===== config.mk =====
export PLATFORM = sky130hd
export DESIGN_NAME = regfile_param_flat
export DESIGN_NICKNAME = d
export VERILOG_FILES = /design/src/rtl/regfile_param_if.sv /design/src/rtl/regfile_param.sv /design/src/flat_wrapper.sv
export SDC_FILE = /design/constraint.sdc
export NUM_CORES = 1
export LEC_CHECK = 0
export CAP_MARGIN = 40
export CORE_MARGIN = 3
export CORE_UTILIZATION = 35
export DETAILED_ROUTE_END_ITERATION = 8
export REMOVE_ABC_BUFFERS = 1
export SYNTH_ARGS = -nofsm -noshare
export SYNTH_HDL_FRONTEND = slang
export SYNTH_SLANG_ARGS = --single-unit

===== constraint.sdc =====
create_clock -name Clk -period 8.7 [get_ports Clk]
set_input_delay 1.305 -clock Clk [delete_from_list [all_inputs] [get_ports Clk]]
set_output_delay 1.305 -clock Clk [all_outputs]
set_load 0.03 [all_outputs]

===== src/rtl/regfile_param_if.sv =====
// Datapath-facing bus of the register file: writeback port, two decode read ports
// and clear-sweep control/status.
interface regfile_param_if #(
  parameter int WIDTH  = 32,
  parameter int ADDR_W = 5
);
  logic              ClearReq;
  logic              RegWrite;
  logic [ADDR_W-1:0] WriteRegister;
  logic [WIDTH-1:0]  WriteData;
  logic [ADDR_W-1:0] ReadRegister1;
  logic [ADDR_W-1:0] ReadRegister2;
  logic [WIDTH-1:0]  ReadData1;
  logic [WIDTH-1:0]  ReadData2;
  logic              Busy;

  modport master (
    output ClearReq, RegWrite, WriteRegister, WriteData, ReadRegister1, ReadRegister2,
    input  ReadData1, ReadData2, Busy
  );

  modport slave (
    input  ClearReq, RegWrite, WriteRegister, WriteData, ReadRegister1, ReadRegister2,
    output ReadData1, ReadData2, Busy
  );
endinterface


===== src/rtl/regfile_param.sv =====
// Parametrised register file with two asynchronous read ports, one write port,
// optional zero register / write bypass, and a one-register-per-cycle clear sweep.
module regfile_param #(
  parameter int WIDTH    = 32,
  parameter int DEPTH    = 32,
  parameter int ADDR_W   = 5,
  parameter int ZERO_REG = 1,
  parameter int BYPASS   = 1
) (
  input  logic          Clk,
  input  logic          Reset,
  regfile_param_if.slave bus
);
  typedef enum logic {ST_IDLE = 1'b0, ST_CLEAR = 1'b1} state_t;

  localparam logic [ADDR_W-1:0] LAST_IDX = ADDR_W'(DEPTH - 1);

  if (DEPTH < 2 || DEPTH != (1 << ADDR_W)) begin : g_param_check
    $error("regfile_param: DEPTH must be a power of two >= 2 and equal 2**ADDR_W");
  end

  state_t            r_state;
  state_t            w_state_next;
  logic [ADDR_W-1:0] r_clr_idx;
  logic [ADDR_W-1:0] w_clr_idx_next;
  logic [WIDTH-1:0]  r_regs [DEPTH];
  logic              w_busy;
  logic              w_wr_en;
  logic [ADDR_W-1:0] w_wr_addr;
  logic [WIDTH-1:0]  w_wr_data;

  assign w_busy   = (r_state == ST_CLEAR);
  assign bus.Busy = w_busy;

  always_ff @(posedge Clk) begin
    if (Reset) begin
      r_state   <= ST_CLEAR;
      r_clr_idx <= '0;
    end else begin
      r_state   <= w_state_next;
      r_clr_idx <= w_clr_idx_next;
    end
  end

  // The sweep borrows the single write port, so user writes are simply muxed out while clearing.
  always_comb begin
    w_state_next   = r_state;
    w_clr_idx_next = r_clr_idx;
    w_wr_en        = 1'b0;
    w_wr_addr      = bus.WriteRegister;
    w_wr_data      = bus.WriteData;
    case (r_state)
      ST_IDLE: begin
        if (bus.RegWrite && !(ZERO_REG != 0 && bus.WriteRegister == '0)) begin
          w_wr_en = 1'b1;
        end
        if (bus.ClearReq) begin
          w_state_next   = ST_CLEAR;
          w_clr_idx_next = '0;
        end
      end
      ST_CLEAR: begin
        w_wr_en   = 1'b1;
        w_wr_addr = r_clr_idx;
        w_wr_data = '0;
        if (r_clr_idx == LAST_IDX) begin
          w_state_next   = ST_IDLE;
          w_clr_idx_next = '0;
        end else begin
          w_clr_idx_next = r_clr_idx + 1'b1;
        end
      end
      default: w_state_next = ST_IDLE;
    endcase
  end

  always_ff @(posedge Clk) begin
    if (w_wr_en && !Reset) begin
      r_regs[w_wr_addr] <= w_wr_data;
    end
  end

  // Zero register and Busy override bypass, so they are applied last.
  for (genvar gi = 0; gi < 2; gi++) begin : g_rd_port
    logic [ADDR_W-1:0] w_addr;
    logic [WIDTH-1:0]  w_data;

    assign w_addr = (gi == 0) ? bus.ReadRegister1 : bus.ReadRegister2;

    always_comb begin
      w_data = r_regs[w_addr];
      if (BYPASS != 0 && bus.RegWrite && bus.WriteRegister == w_addr) begin
        w_data = bus.WriteData;
      end
      if (w_busy || (ZERO_REG != 0 && w_addr == '0)) begin
        w_data = '0;
      end
    end
  end

  assign bus.ReadData1 = g_rd_port[0].w_data;
  assign bus.ReadData2 = g_rd_port[1].w_data;
endmodule


===== src/flat_wrapper.sv =====
// flat-port wrapper written by rule: the top's interface ports become plain ports
module regfile_param_flat 
#(
  parameter int WIDTH    = 32,
  parameter int DEPTH    = 32,
  parameter int ADDR_W   = 5,
  parameter int ZERO_REG = 1,
  parameter int BYPASS   = 1
)
  (Clk, Reset, bus_ClearReq, bus_RegWrite, bus_WriteRegister, bus_WriteData, bus_ReadRegister1, bus_ReadRegister2, bus_ReadData1, bus_ReadData2, bus_Busy);
  regfile_param_if #(.WIDTH(WIDTH), .ADDR_W(ADDR_W)) bus_i ();
  input  logic Clk;
  input  logic Reset;
  input wire logic [$bits(bus_i.ClearReq)-1:0] bus_ClearReq;
  input wire logic [$bits(bus_i.RegWrite)-1:0] bus_RegWrite;
  input wire logic [$bits(bus_i.WriteRegister)-1:0] bus_WriteRegister;
  input wire logic [$bits(bus_i.WriteData)-1:0] bus_WriteData;
  input wire logic [$bits(bus_i.ReadRegister1)-1:0] bus_ReadRegister1;
  input wire logic [$bits(bus_i.ReadRegister2)-1:0] bus_ReadRegister2;
  output wire logic [$bits(bus_i.ReadData1)-1:0] bus_ReadData1;
  output wire logic [$bits(bus_i.ReadData2)-1:0] bus_ReadData2;
  output wire logic [$bits(bus_i.Busy)-1:0] bus_Busy;
  assign bus_i.ClearReq = bus_ClearReq;
  assign bus_i.RegWrite = bus_RegWrite;
  assign bus_i.WriteRegister = bus_WriteRegister;
  assign bus_i.WriteData = bus_WriteData;
  assign bus_i.ReadRegister1 = bus_ReadRegister1;
  assign bus_i.ReadRegister2 = bus_ReadRegister2;
  assign bus_ReadData1 = bus_i.ReadData1;
  assign bus_ReadData2 = bus_i.ReadData2;
  assign bus_Busy = bus_i.Busy;
  regfile_param #(.WIDTH(WIDTH), .DEPTH(DEPTH), .ADDR_W(ADDR_W), .ZERO_REG(ZERO_REG), .BYPASS(BYPASS)) u_core (.Clk(Clk), .Reset(Reset), .bus(bus_i));
endmodule

==> summary.md, run 1 <==
The largest single stage delay on the critical path is 0.80 ns. The dominant cell type by area after synthesis is sky130_fd_sc_hd__edfxtp_1. Setup repair after global routing left no endpoint under its margin. IR analysis of the VDD net gives a maximum drop of 0.000142 V. The run gives 56000 µm² as the post-layout instance area. Number of hold-slack violations in the final timing report: 0.

The endpoint identified for the worst register-to-register timing path is u_core.r_regs[30][5]. The count of state elements after synthesis works out to 1030. Buffers placed on the I/O ports in this run total 115.

Of the post-synthesis cell area, the dominant cell type holds 62.9%. In this run the remaining antenna-violating nets after routing total 0. The power density over the cells was 192 nW/µm². The clock net in this run drives a total of 1030 sinks.

The run gives 38.5% as the headroom to the max-slew limit. The number of enable flip-flop cells after synthesis was 1024; the setup violation total in the final timing report was 0. CTS built an H-tree with a depth of 3. For this run, the total global-route usage over all layers was measured as 20.7%. After routing, the total negative slack on setup checks comes to 0 ns. The number of vias in the routed layout was 29300; the detailed-router iteration count before antenna repair was 6. The logs give 216 mm for the first-pass GRT wire length and 98 for the maximum number of pins on one net before global-route repair. The core area was 138000 µm². Fill cell instance count of the final layout: 12300.

The cell count after synthesis is 2771, and the hold buffer count at CTS is 0. Clock-pin slew was measured on the worst setup and hold paths at 0.06 ns. Clock latency on the worst-skew pair, taken at its later pin, is 0.69 ns. Compared with the post-synthesis result, the final layout area differs by 14.5%. Traced cell by cell, the critical path runs through buf_2 -> inv_4 -> nor2_4 -> buf_4 -> a22oi_1 -> o21ai_1 -> a221o_1 -> clkdlybuf4s50_1.

Max-cap violations in this run came to 0. In this run the vertical extent of the chip is 380 µm. Post-CTS repair changed the size of 0 cells. The synthesized area per cell was 17.6 µm². The fmax was 155 MHz. The die is 380 µm wide. Summed over all cells, the static leakage comes to 0.0179 µW. The worst register-to-register path begins at u_core.bus.Busy. After detailed placement, the design holds a cell count of 4641. In the synthesized netlist the dominant register cell turns out to be sky130_fd_sc_hd__edfxtp_1.

On the critical path, the stage with the largest delay is an instance of sky130_fd_sc_hd__nor2_4. After detailed placement, the total cell area comes to 52500 µm². Across the routed clock network, the largest skew measured is 0.0230 ns. Yosys printed 0 warnings. The final net count is 2940, and the number of buffers inserted during clock tree synthesis is 107. Of the synthesized area, sequential elements account for 63.2%. The wire length after detailed routing came out at 153 mm. Across all register-to-register paths, the minimum setup slack is 4.67 ns. The most critical setup path has its startpoint at bus_ReadRegister2[4]. TritonCTS built the clock tree.

The finished layout holds 4837 standard cells, fillers aside. The number of DRC violations after detailed-routing iteration 0 was 3380; the site row count was 136. The number of cell instances on the worst register-to-register path is 6, and the number of pins exceeding their max-slew limit in the final report is 0. For this run, design rule violations remaining after detail routing come to 0.

The final total power is 10800 µW. The most critical setup path has its endpoint at bus_ReadData2[9]. The arrival time at the worst endpoint came out at 5.13 ns.

Routed length per instance: 31.6 µm. The number of antenna violations at the first check in global routing is 1. After clock tree synthesis, the setup repair step added 0 buffers. Summed over all layers, the global routing overflow is 0. The longest clock path from root to sink contains 3 buffers. The via count of the first global-routing pass was 30100. In this run, distinct cell masters in the synthesized netlist total 47. The type of origin of the critical path was an input port.

Fraction of final layout cells sized beyond drive strength 1: 25.4%. In the routed layout, each cell is associated on average with a via count of 6.06. For this design the top-level I/O count stands at 116. The run gives 48900 µm² as the netlist area before placement. Once detailed placement completed, the half-perimeter wirelength came to 88.9 mm.

The final weighted congestion in routability-driven placement is 0.784. The worst-path maximum fanout came out at 38. The critical path is of the in2out type.

In the synthesized netlist the async set-or-reset flop fraction comes to 0%. The tightest min-delay check is of the reg2reg type. The minimum clock period after layout works out to 6.44 ns. The final critical path takes up 74.0% of the cycle. STA classifies the critical path endpoint as a primary output. The root buffer selected by CTS is sky130_fd_sc_hd__clkbuf_16. The floorplan step defined a die boundary enclosing 144000 µm². The flow ran to the end, and the final reports show no timing, DRC or antenna violations.

The initial utilization of the core area, before any placement, comes to 35.4%. The run gives 7.39 ns as the required time of the worst setup path. Yosys attributes the largest share of cell area to sky130_fd_sc_hd__edfxtp_1 63%, sky130_fd_sc_hd__mux4_2 16%, sky130_fd_sc_hd__mux2i_1 5.3%.

The slew of the pin with the lowest slew margin came out at 0.922 ns.
[synthesized netlist by cell type (32+ instances only)]
master                     instances
sky130_fd_sc_hd__a21oi_1          37
sky130_fd_sc_hd__a221o_1          62
sky130_fd_sc_hd__a221oi_1        126
sky130_fd_sc_hd__a22oi_1          95
sky130_fd_sc_hd__a31oi_1          32
sky130_fd_sc_hd__buf_2            65
sky130_fd_sc_hd__buf_6            35
sky130_fd_sc_hd__clkbuf_1        102
sky130_fd_sc_hd__edfxtp_1       1024
sky130_fd_sc_hd__mux2_2           63
sky130_fd_sc_hd__mux2i_1         259
sky130_fd_sc_hd__mux4_2          355
sky130_fd_sc_hd__nand2_1          55
sky130_fd_sc_hd__nand2b_1         33
sky130_fd_sc_hd__nand3_1          34
sky130_fd_sc_hd__nor2_1          112
sky130_fd_sc_hd__nor2b_1          36
sky130_fd_sc_hd__o21ai_0          41
sky130_fd_sc_hd__o21ai_1          58
[power breakdown]
group	total (µW)	switching, µW	internal, µW
sequential	5420	13.7	5410
clock	4580	1920	2660
combinational	767	448	319
total	10800	2380	8390
[placed cells by master, fill, tap and decap left out, drive strengths merged, types with 37 or more instances in the layout]
master	netlist	final
edfxtp	1024	1024
mux4	355	355
mux2i	259	259
buf	132	134
clkbuf	102	131
a221oi	126	126
nor2	112	112
clkdlybuf4s50	0	107
o21ai	99	99
a22oi	95	95
mux2	63	63
a221o	62	62
nand2	55	55
clkinv	1	47
a21oi	37	37
[final cells by class]
type                       instances  area [µm²]  share of cell area [%]
antenna                            1        2.50                 0.00447
clock buffer                     131        2810                    5.02
clock inverter                    64         636                    1.14
tap                             1863        2330                    4.16
sequential                      1030       30900                    55.2
inverter                           6        26.3                  0.0469
timing repair buffer             241        2250                    4.03
multi-input combinational       1501       17000                    30.4
[routing by layer]
layer	track usage [%]	wire length [µm]
met2	34.0	73700
met3	3.87	12000
met1	27.4	61000
met5	0	0
met4	7.91	6350
[how the worst min path moves through the flow]
stage | startpoint | to | cells after the start
final | u_core.r_clr_idx[1] | u_core.r_clr_idx[3] | 2
after global placement | u_core.r_clr_idx[1] | u_core.r_clr_idx[3] | 2
after detailed placement | u_core.r_clr_idx[1] | u_core.r_clr_idx[3] | 2
after floorplan | u_core.r_clr_idx[3] | u_core.r_clr_idx[3] | 2
after global routing | u_core.r_clr_idx[3] | u_core.r_clr_idx[3] | 2
after CTS | u_core.r_clr_idx[1] | u_core.r_clr_idx[3] | 2
[metrics by stage]
stage | utilization [%] | setup slack [ns] | hold WS, ns
4_1_cts | 40.6 | 2.29 | 0.545
2_1_floorplan | - | 2.65 | 0.492
6_report | 40.6 | 2.26 | 0.559
3_5_place_dp | 38.1 | 2.30 | 0.536
5_1_grt | 40.6 | 2.18 | 0.585
3_3_place_gp | 37.9 | 2.17 | 0.527
[state kept, by name (all words and copies together), names as in the netlist]
name / count
u_core.bus.Busy: 1
u_core.r_clr_idx: 5
u_core.r_regs: 1024
[cells by family after synthesis]
| family | synth area share (%) |
|---|---|
| xor gates and xnor gates | 0.179 |
| buffers and inverters | 2.69 |
| AOI/OAI and AO/OA | 7.99 |
| DFF | 63.2 |
| and+or+nand+nor | 2.81 |
| adders and majority gates | 0.0512 |
| muxes | 23.1 |
[worst max-delay path, delay by kind of cell]
family,cells,cell delay [ns]
simple gates,1,0.80
compound gates,3,0.65
buf+inv,4,2.28
Note: power is estimated with default switching activity, not from simulation.
==> run 2, diff against run 1 <==
==> constraint.sdc (replaced) <==
create_clock -name Clk -period 5.8 [get_ports Clk]
set_input_delay 0.87 -clock Clk [delete_from_list [all_inputs] [get_ports Clk]]
set_output_delay 0.87 -clock Clk [all_outputs]
set_load 0.03 [all_outputs]
==> run 2 against run 1 <==
Compared with the run above:
- via count increased by 1.9%
- utilization increased by 0.49 points
- final area rose by 1.2%
- sequential power rose by 50%
- total power up 49%
- critical path type unchanged
- hold slack better by 0.019 ns
- clock-buffer cell count grew 4
- largest power group unchanged
- first-iteration DRC count is 5.6% higher
- register-to-register slack got worse by 2.4 ns
- largest cell class unchanged
- highest routed layer unchanged
- critical path depth down 1
- clock power increased by 46%
- wire length grew 0.44%
==> summary.md, run 2 (synthesis gave the netlist of run 1 again) <==
For the part of the power in registers, the log shows 50.8%. Clock network latency to the later pin of the worst-skew pair: 0.72 ns. In this design, the critical path's most frequently occurring cell is sky130_fd_sc_hd__clkdlybuf4s50_1. The post-route clock period utilization is 85.7%, and the final weighted congestion in routability-driven placement is 0.790.

The number of placed I/O pins is 116, and the final setup slack of the worst path is 0.831 ns. The critical path contains buffers and inverters numbering 3 combined. Root buffer selected by CTS: sky130_fd_sc_hd__clkbuf_16. The run gives 3600 µW as the net switching component of the power.

After floorplanning, the core was divided into 136 placement rows. Across the run, the number of max-cap violations was 0. The area growth from synthesis to layout is 15.9%.

On the final layout, the worst hold slack is 0.578 ns. Dividing total power by cell area gives a power density of 283 nW/µm². Worst hold path class: reg2reg. The number of buffers inserted during clock tree synthesis is 107, and the first-pass GRT wire length is 218 mm. The number of hold-slack violations in the final timing report is 0, and the part of the total power dissipated in the clock network is 41.8%.

Wires add up to 154 mm. The flow ran to the end, and the final reports show no timing, DRC or antenna violations. In the routed design, unresolved DRC markers number 0.

The fraction of final layout cells sized beyond drive strength 1 is 26.7%, and the clock-pin slew on the worst setup and hold paths is 0.05 ns. Setup violations remaining at the end of the flow were counted as 0. The number of vias in the routed layout came out at 29900. STA classifies the critical path startpoint as an input port. Based on the critical path, the design can be clocked at up to 201 MHz. The routed length per instance was 31.6 µm. Setup repair after global routing left no endpoint under its margin. The tools report the number of pins exceeding their max-slew limit in the final report as 0.

The total overflow left after global routing is 0. Post-CTS repair changed the size of 0 cells. The slowest stage of the critical path is the sky130_fd_sc_hd__clkdlybuf4s50_1 cell.

In this run switching power makes up 22.5% of total power. The critical path in this run is classified as in2out. In this run the tightest slew margin relative to its limit is 38.4%. The kind of capture point of the worst setup path was a primary output.

The count of nets left with antenna violations once routing finished came out at 0. The diode insertion count for antenna repair is 0. The largest stage delay on the critical path is 0.72 ns, and the arrival time at the worst endpoint is 4.10 ns.

Global routing used 20.7% of the available tracks across all layers. Most flop-heavy register: u_core.r_regs. The region available for standard cell placement spans 138000 µm². Walking the worst path, the cells encountered are clkdlybuf4s50_1 -> xor2_1 -> nor3_2 -> nor3_4 -> buf_4 -> a221o_1 -> clkdlybuf4s50_1.

Timing analysis after detailed placement gives a worst setup slack of 0.827 ns. The library cell used most frequently in the layout, excluding fill and tap cells, is sky130_fd_sc_hd__edfxtp_1. The die is 380 µm tall.

The tools report the hold buffer count at CTS as 0. Dividing the detail-routed via count by the number of cells gives 6.15. The register with the most flip-flops in the layout has 1024 of them.

The internal power of the cells totals 12400 µW. The tools report the final total negative setup slack as 0 ns. In this run, the combinational gates consume 7.4% of the power. The via count of the first global-routing pass came out at 29900. At the pin with the least slew margin, the transition time is 0.924 ns. The clock sink total is 1030. Among cell families on the critical path, the largest total delay comes from buffers and inverters.

The count of buffers added on input and output ports is 115. The detailed-placement wirelength estimate was 91.2 mm; the number of buffers inserted by post-CTS setup repair was 0. Across the VDD grid, the largest voltage drop is 0.000230 V. In this run the worst path has a maximum fanout of 31. The run gives 106 as the maximum number of pins on one net before global-route repair. TritonCTS built the clock tree. For the maximum buffer depth of the clock tree, the log shows 3. For this run, the detailed router's first-pass iteration total came to 6.

The minimum clock period after layout works out to 4.97 ns. Between clock sinks in the finished design, the worst skew comes to 0.0192 ns. The H-tree level count is 3, and the number of antenna violations at the first check in global routing is 0. The full die area is 144000 µm².

For this block, the initial DRC count from the detailed router was 3569. The analysis attributes to cell leakage a power of 0.0182 µW. The library cells used most frequently in the layout, excluding fill and tap cells, are 1024 x sky130_fd_sc_hd__edfxtp_1, 355 x sky130_fd_sc_hd__mux4_2, 259 x sky130_fd_sc_hd__mux2i_1.

The required time of the worst setup path is 4.93 ns, and the width of the die is 380 µm. The initial utilization of the core area, before any placement, comes to 35.4%. At the end of the flow, the number of nets in the layout was 2963.
==> run 2: cell count changes in the layout (fill, tap and decap cells not counted), moves of 2 or more <==
cell | previous run | this run
sky130_fd_sc_hd__inv_6 | 2 | 5
sky130_fd_sc_hd__clkinv_4 | 2 | 0
sky130_fd_sc_hd__clkinv_8 | 0 | 2
sky130_fd_sc_hd__clkdlybuf4s50_1 | 107 | 80
sky130_fd_sc_hd__clkinvlp_4 | 3 | 1
sky130_fd_sc_hd__buf_4 | 116 | 114
sky130_fd_sc_hd__clkbuf_1 | 22 | 26
sky130_fd_sc_hd__clkinv_1 | 26 | 29
sky130_fd_sc_hd__bufinv_16 | 13 | 8
sky130_fd_sc_hd__buf_12 | 6 | 60
==> run 2: metal layers <==
layer	part of all wire, %	global-route usage, %
met1	40	28.3
met2	48	33.2
met3	8.5	3.96
met4	3.4	7.16
met5	0	0
==> run 2: final cells by class <==
cell class / count / area (µm²)
clock buffers: 135 / 2830
clock inverters: 63 / 529
inverters: 6 / 26.3
well taps: 1863 / 2330
fillers: 12200 / 81400
flip-flops and latches: 1030 / 30900
multi-input cells: 1501 / 17000
repair buffers: 264 / 3020
==> run 2: power groups by stage <==
stage / combinational (µW) / sequential [µW] / clock, µW
2_1_floorplan: 593 / 8280 / 0
3_3_place_gp: 1180 / 8290 / 0
3_5_place_dp: 1180 / 8290 / 0
4_1_cts: 1190 / 8130 / 6790
5_1_grt: 1250 / 8130 / 7110
6_report: 1190 / 8130 / 6690
==> run 2: path summary, 6_finish.rpt <==
kind                   startpoint                     to  slack [ns]  cells after the start
max          bus_ReadRegister2[3]      bus_ReadData2[12]        0.83                      7
min reg2reg   u_core.r_clr_idx[3]    u_core.r_clr_idx[3]        0.58                      2
max reg2reg       u_core.bus.Busy  u_core.r_regs[16][22]        2.28                      5
min           u_core.r_clr_idx[3]    u_core.r_clr_idx[3]        0.58                      2
==> run 2: tightest hold or removal path, delay by kind of cell, from the launching register on <==
kind	cells	cell delay [ns]
DFF	1	0.37
AOI/OAI and AO/OA	2	0.16
==> run 2: per-stage QoR <==
step           instance area, µm²  power, µW  std cells  utilization [%]
2_1_floorplan               47600       8870       2537                -
6_report                    56600      16000       4862             41.0
4_1_cts                     56600      16100       4862             41.0
3_3_place_gp                53100       9460       4656             38.5
3_5_place_dp                53300       9470       4664             38.6
5_1_grt                     56600      16500       4862             41.0
